--- config.mk ---
export PLATFORM = sky130hd
export DESIGN_NAME = event_encoder4_flat
export DESIGN_NICKNAME = d
export VERILOG_FILES = /design/src/rtl/event_encoder4_if.sv /design/src/rtl/event_encoder4.sv /design/src/flat_wrapper.sv
export SDC_FILE = /design/constraint.sdc
export NUM_CORES = 1
export LEC_CHECK = 0
export ABC_CLOCK_PERIOD_IN_PS = 1500
export CAP_MARGIN = 20
export CORE_UTILIZATION = 46
export CTS_CLUSTER_DIAMETER = 80
export DETAILED_ROUTE_END_ITERATION = 8
export PLACE_DENSITY = 0.75
export SYNTH_ARGS = -nofsm -noshare
export SYNTH_HDL_FRONTEND = slang
export SYNTH_SLANG_ARGS = --single-unit
--- constraint.sdc ---
create_clock -name clk -period 1.5 [get_ports clk]
set_input_delay 0.375 -clock clk [delete_from_list [all_inputs] [get_ports clk]]
set_output_delay 0.375 -clock clk [all_outputs]
set_load 0.02 [all_outputs]
--- src/rtl/event_encoder4_if.sv ---
// Handshake bundle between event_encoder4 and its consumer: raw request lines in,
// registered 2-bit code with VALID/READY, pending bitmap and sticky overflow out.
interface event_encoder4_if;
    logic       d0;
    logic       d1;
    logic       d2;
    logic       d3;
    logic       ready;
    logic       a;
    logic       b;
    logic       valid;
    logic [3:0] pend;
    logic       ovf;

    modport master (
        input  d0, d1, d2, d3, ready,
        output a, b, valid, pend, ovf
    );

    modport slave (
        output d0, d1, d2, d3, ready,
        input  a, b, valid, pend, ovf
    );
endinterface

--- src/rtl/event_encoder4.sv ---
// Sequential 4-to-2 encoder: rising edges on four request lines are queued as pending
// bits and issued as 2-bit codes over VALID/READY in priority order.

// One request line: synchronizer, edge detector and its pending bit.
module event_encoder4_lane #(
    parameter int SYNC_STAGES = 2
) (
    input  logic clk,
    input  logic rst,
    input  logic d,
    input  logic clr,
    output logic pend,
    output logic ovf_hit
);
    logic s;
    logic s_prev;
    logic rise;

    generate
        if (SYNC_STAGES == 0) begin : g_nosync
            assign s = d;
        end else begin : g_sync
            logic [SYNC_STAGES-1:0] sync_q;
            always_ff @(posedge clk or posedge rst) begin
                if (rst) begin
                    sync_q <= '0;
                end else begin
                    sync_q[0] <= d;
                    for (int k = 1; k < SYNC_STAGES; k++) sync_q[k] <= sync_q[k-1];
                end
            end
            assign s = sync_q[SYNC_STAGES-1];
        end
    endgenerate

    assign rise = s & ~s_prev;

    // A new rise beats a same-edge load, so the freshly raised bit survives.
    always_ff @(posedge clk or posedge rst) begin
        if (rst) begin
            s_prev <= 1'b0;
            pend   <= 1'b0;
        end else begin
            s_prev <= s;
            if (rise)     pend <= 1'b1;
            else if (clr) pend <= 1'b0;
        end
    end

    // Duplicate rise onto a bit that is still queued: that event is lost.
    assign ovf_hit = rise & pend & ~clr;
endmodule

module event_encoder4 #(
    parameter int SYNC_STAGES = 2,
    parameter bit HIGH_FIRST  = 1'b1
) (
    input logic              clk,
    input logic              rst,
    event_encoder4_if.master bus
);
    localparam int NUM_LANES = 4;

    logic [NUM_LANES-1:0] d;
    logic [NUM_LANES-1:0] pend;
    logic [NUM_LANES-1:0] clr;
    logic [NUM_LANES-1:0] ovf_hit;
    logic [1:0]           sel;
    logic                 free;
    logic                 load;
    logic                 a_q;
    logic                 b_q;
    logic                 valid_q;
    logic                 ovf_q;

    assign d = {bus.d3, bus.d2, bus.d1, bus.d0};

    generate
        for (genvar i = 0; i < NUM_LANES; i++) begin : g_lane
            event_encoder4_lane #(.SYNC_STAGES(SYNC_STAGES)) u_lane (
                .clk    (clk),
                .rst    (rst),
                .d      (d[i]),
                .clr    (clr[i]),
                .pend   (pend[i]),
                .ovf_hit(ovf_hit[i])
            );
        end
    endgenerate

    // Last match in scan order wins, so the scan runs from lowest to highest priority.
    always_comb begin
        sel = 2'd0;
        if (HIGH_FIRST) begin
            for (int i = 0; i < NUM_LANES; i++) if (pend[i]) sel = 2'(i);
        end else begin
            for (int i = NUM_LANES-1; i >= 0; i--) if (pend[i]) sel = 2'(i);
        end
    end

    assign free = ~valid_q | bus.ready;
    assign load = free & (|pend);
    assign clr  = load ? (4'b0001 << sel) : 4'b0000;

    always_ff @(posedge clk or posedge rst) begin
        if (rst) begin
            a_q     <= 1'b0;
            b_q     <= 1'b0;
            valid_q <= 1'b0;
            ovf_q   <= 1'b0;
        end else begin
            if (free) begin
                if (|pend) begin
                    {a_q, b_q} <= sel;
                    valid_q    <= 1'b1;
                end else begin
                    valid_q    <= 1'b0;
                end
            end
            if (|ovf_hit) ovf_q <= 1'b1;
        end
    end

    assign bus.a     = a_q;
    assign bus.b     = b_q;
    assign bus.valid = valid_q;
    assign bus.pend  = pend;
    assign bus.ovf   = ovf_q;
endmodule

--- src/flat_wrapper.sv ---
// flat-port wrapper written by rule: the top's interface ports become plain ports
module event_encoder4_flat 
#(
    parameter int SYNC_STAGES = 2,
    parameter bit HIGH_FIRST  = 1'b1
)
  (clk, rst, bus_d0, bus_d1, bus_d2, bus_d3, bus_ready, bus_a, bus_b, bus_valid, bus_pend, bus_ovf);
  event_encoder4_if bus_i ();
  input logic clk;
  input logic rst;
  input wire logic [$bits(bus_i.d0)-1:0] bus_d0;
  input wire logic [$bits(bus_i.d1)-1:0] bus_d1;
  input wire logic [$bits(bus_i.d2)-1:0] bus_d2;
  input wire logic [$bits(bus_i.d3)-1:0] bus_d3;
  input wire logic [$bits(bus_i.ready)-1:0] bus_ready;
  output wire logic [$bits(bus_i.a)-1:0] bus_a;
  output wire logic [$bits(bus_i.b)-1:0] bus_b;
  output wire logic [$bits(bus_i.valid)-1:0] bus_valid;
  output wire logic [$bits(bus_i.pend)-1:0] bus_pend;
  output wire logic [$bits(bus_i.ovf)-1:0] bus_ovf;
  assign bus_i.d0 = bus_d0;
  assign bus_i.d1 = bus_d1;
  assign bus_i.d2 = bus_d2;
  assign bus_i.d3 = bus_d3;
  assign bus_i.ready = bus_ready;
  assign bus_a = bus_i.a;
  assign bus_b = bus_i.b;
  assign bus_valid = bus_i.valid;
  assign bus_pend = bus_i.pend;
  assign bus_ovf = bus_i.ovf;
  event_encoder4 #(.SYNC_STAGES(SYNC_STAGES), .HIGH_FIRST(HIGH_FIRST)) u_core (.clk(clk), .rst(rst), .bus(bus_i));
endmodule
==> impl_metrics.json <==
{
  "outcome": "completed",
  "clock_path_buffers": 2,
  "slew-limit-headroom_pct": 82.7,
  "share_of_the_cycle_needed_by_the_critical_path_after_routing_pct": 95.1,
  "criticalPathCategory": "reg -> out",
  "fmaxAchievable_mhz": 701,
  "worstPathRequired_ps": 1120,
  "ys.warnings.count": 0,
  "critical_path_peak_fanout": 5,
  "area_share_of_xor_xnor_cells_in_the_synthesized_design_pct": 0,
  "detail_route.drc_violations": 0,
  "multi_input_area_um2": 185,
  "final_net_count": 80,
  "synth_simple_gate_area_share_pct": 8.60,
  "synth.yosys.seq_area_share_pct": 66.1,
  "synth_adder_area_share_pct": 0,
  "utilization_of_the_core_after_routing_pct": 59.5,
  "synth.largest_area_cell": "dfrtp_1",
  "die-height_um": 42.6,
  "rrSetupSlack_ps": 370,
  "cp_slowest_cell": "dfrtp_1",
  "core_area_um2": 1520,
  "yosys-top-cells-area": "dfrtp_1, buf_4, o21ai_0, buf_6, inv_1",
  "hold_slack_ps": 360,
  "unrepaired_setup_endpoints_after_global_routing": "no",
  "num_rows": 14,
  "floorplan.io_pins": 15,
  "layout.cells.most_common_list": "dfrtp_1, dlygate4sd2_1, clkdlybuf4s50_1, inv_1, o21ai_0",
  "num-fill-cells": 135,
  "detail-route-antenna-nets": 0,
  "netlist_area_um2": 757,
  "top_layer_used": "met4",
  "detail_route.wirelength_um": 1020,
  "synth_top_cell_area_share_pct": 66.1,
  "drive_above_1_share_pct": 14.1,
  "via_count": 467,
  "design.die.area_um2": 1810,
  "timing.critical_path.to_type": "primary output",
  "clock_sinks": 20,
  "finish.cell_count_without_fillers": 87,
  "power.static_leakage_nw": 0.404,
  "max_stage_delay_ps": 430,
  "port_buffers": 14,
  "skew_ps": 5.00,
  "routed-wl-met3_um": 45,
  "timing.final.max_slew_violations": 0,
  "post_cts.resized_instances": 8,
  "cts_post_setup_buffers_inserted": 0,
  "gp_congestion": 0.719,
  "final-setup-viol-count": 0,
  "grt_start_max_net_pins": 21,
  "cts.root.buffer_cell": "clkbuf_4",
  "die-width_um": 42.6,
  "synth.lib_cells_used.distinct": 23,
  "syn2layout_area_growth_pct": 19.8,
  "route.detailed.vias_per_inst": 5.37,
  "global_route_wire_length_before_repair_um": 1790,
  "number_of_placed_cells_counting_well_taps": 84,
  "first_global_vias": 414,
  "floorplan.initialDensity_pct": 49.7,
  "n_antenna_cell": 0,
  "clock_tree_from_tritoncts": "yes",
  "synth-edff-count": 0,
  "synth_compound_gate_area_share_pct": 14.5,
  "yosys_register_bits": 20,
  "synth_mux_area_share_pct": 1.32,
  "hold_violation_total_from_the_final_report": 0,
  "drv_cap": 0,
  "worst_setup_hold_path_clk_slew_ps": 100,
  "drt_pre_antenna_iters": 4,
  "final_common_cell": "dfrtp_1",
  "cts-buffers-inserted": 3,
  "fraction_of_registers_with_async_set_reset_pct": 100,
  "synth_cells": 56,
  "track_usage_pct": 14.1,
  "post-route-min-period_ps": 1430,
  "worstMarginPinSlew_ps": 259,
  "pwr_density_cell_nw_per_um2": 1110,
  "drt-initial-drc-count": 3,
  "avgRoutedWirePerCell_um": 11.7,
  "seq_area_um2": 500,
  "timing.critical_path.from_type": "flop",
  "synth.avg_cell_area_um2": 13.5,
  "wl_met2_um": 512,
  "antenna_violations_before_repair": 0,
  "holdCritPathClass": "reg -> reg",
  "h-tree-depth": 1,
  "dominantRegCellSynth": "dfrtp_1",
  "hold_buffers": 0,
  "worst_ir_drop_on_vdd_mv": 0.656,
  "wl_met1_um": 448,
  "clk_latency_ps": 290,
  "worst_path_arrival_ps": 1050,
  "cells_along_the_critical_path": "dlygate4sd2_1",
  "worstPathBufferInverterCount": 1,
  "grt.overflow.total": 0,
  "critical_path.top_delay_family": "flip-flops",
  "detailed_place_hpwl_um": 730,
  "synth_top_family_by_area": "compound AO/OA/AOI/OAI gates",
  "synth.net_count": 63
}
==> final timing paths <==
kind                                                               startpoint                                            endpoint  depth (start not counted)
hold reg to reg            u_core.g_lane[0].u_lane.g_sync.sync_q[0]$_DFF_PP0_  u_core.g_lane[0].u_lane.g_sync.sync_q[1]$_DFF_PP0_                          0
min in group asynchronous                                                 rst  u_core.g_lane[1].u_lane.g_sync.sync_q[0]$_DFF_PP0_                          3
setup reg to reg                     u_core.g_lane[3].u_lane.pend$_DFFE_PP0P_                          u_core.bus.ovf$_DFFE_PP0P_                          3
setup / recovery                     u_core.g_lane[0].u_lane.pend$_DFFE_PP0P_                                         bus_pend[0]                          1
max in group asynchronous                                                 rst            u_core.g_lane[3].u_lane.pend$_DFFE_PP0P_                          3
hold / removal             u_core.g_lane[0].u_lane.g_sync.sync_q[0]$_DFF_PP0_  u_core.g_lane[0].u_lane.g_sync.sync_q[1]$_DFF_PP0_                          0
==> sequential cells by signal (all words and copies together) (netlist names) <==
signal,flops
u_core.bus.a,1
u_core.g_lane.u_lane.s_prev,4
u_core.bus.b,1
u_core.bus.ovf,1
u_core.g_lane.u_lane.pend,4
u_core.bus.valid,1
u_core.g_lane.u_lane.g_sync.sync_q,8
==> metrics by stage <==
stage / total power [mW] / instance area, µm² / setup TNS [ps] / worst slack [ps]
after global placement: 0.805 / 895 / -0.445 / -0.445
after CTS: 1.04 / 907 / 0 / 46.1
after detailed placement: 0.809 / 895 / -30.9 / -30.9
after floorplan: 0.738 / 757 / 0 / 348
final: 1.01 / 907 / 0 / 74.2
after global routing: 1.07 / 907 / 0 / 18.9
==> routing by layer <==
metal  global-route usage [%]  vias up
met4                     11.3        0
met1                     17.6      230
met3                     2.59        2
met5                        0        -
met2                     21.2       13
li1                         -      222
==> where the power goes <==
| group | internal [mW] | switching (mW) | total, mW |
|---|---|---|---|
| registers | 0.579 | 0.0211 | 0.600 |
| logic | 0.0797 | 0.0978 | 0.178 |
| clock network | 0.0932 | 0.141 | 0.234 |
| total | 0.752 | 0.260 | 1.01 |
==> layout make-up <==
| type | instances | share of cell area [%] |
|---|---|---|
| clock buffer | 3 | 2.48 |
| multi-input combinational | 25 | 20.4 |
| inverter | 5 | 2.07 |
| sequential | 20 | 55.2 |
| tap | 16 | 2.21 |
| timing repair buffer | 18 | 17.7 |
==> cells in the mapped netlist (2+ instances only) <==
library cell  number
dfrtp_1           20
inv_1              5
o21ai_0            5
buf_4              4
buf_6              2
nor2_1             2
nor2b_1            2
==> worst reg2reg max path: stages (launching register included) <==
cell and delay (ps):
dfrtp_1 380, buf_4 170, o41ai_2 340, nand4_1 120
==> cells by family after synthesis <==
family	after synthesis
multiplexers	1
flip-flops	20
AO/OA/AOI/OAI	14
AND/OR/NAND/NOR	10
buffers and inverters	11
No activity file was read; power rests on OpenSTA's default activity.
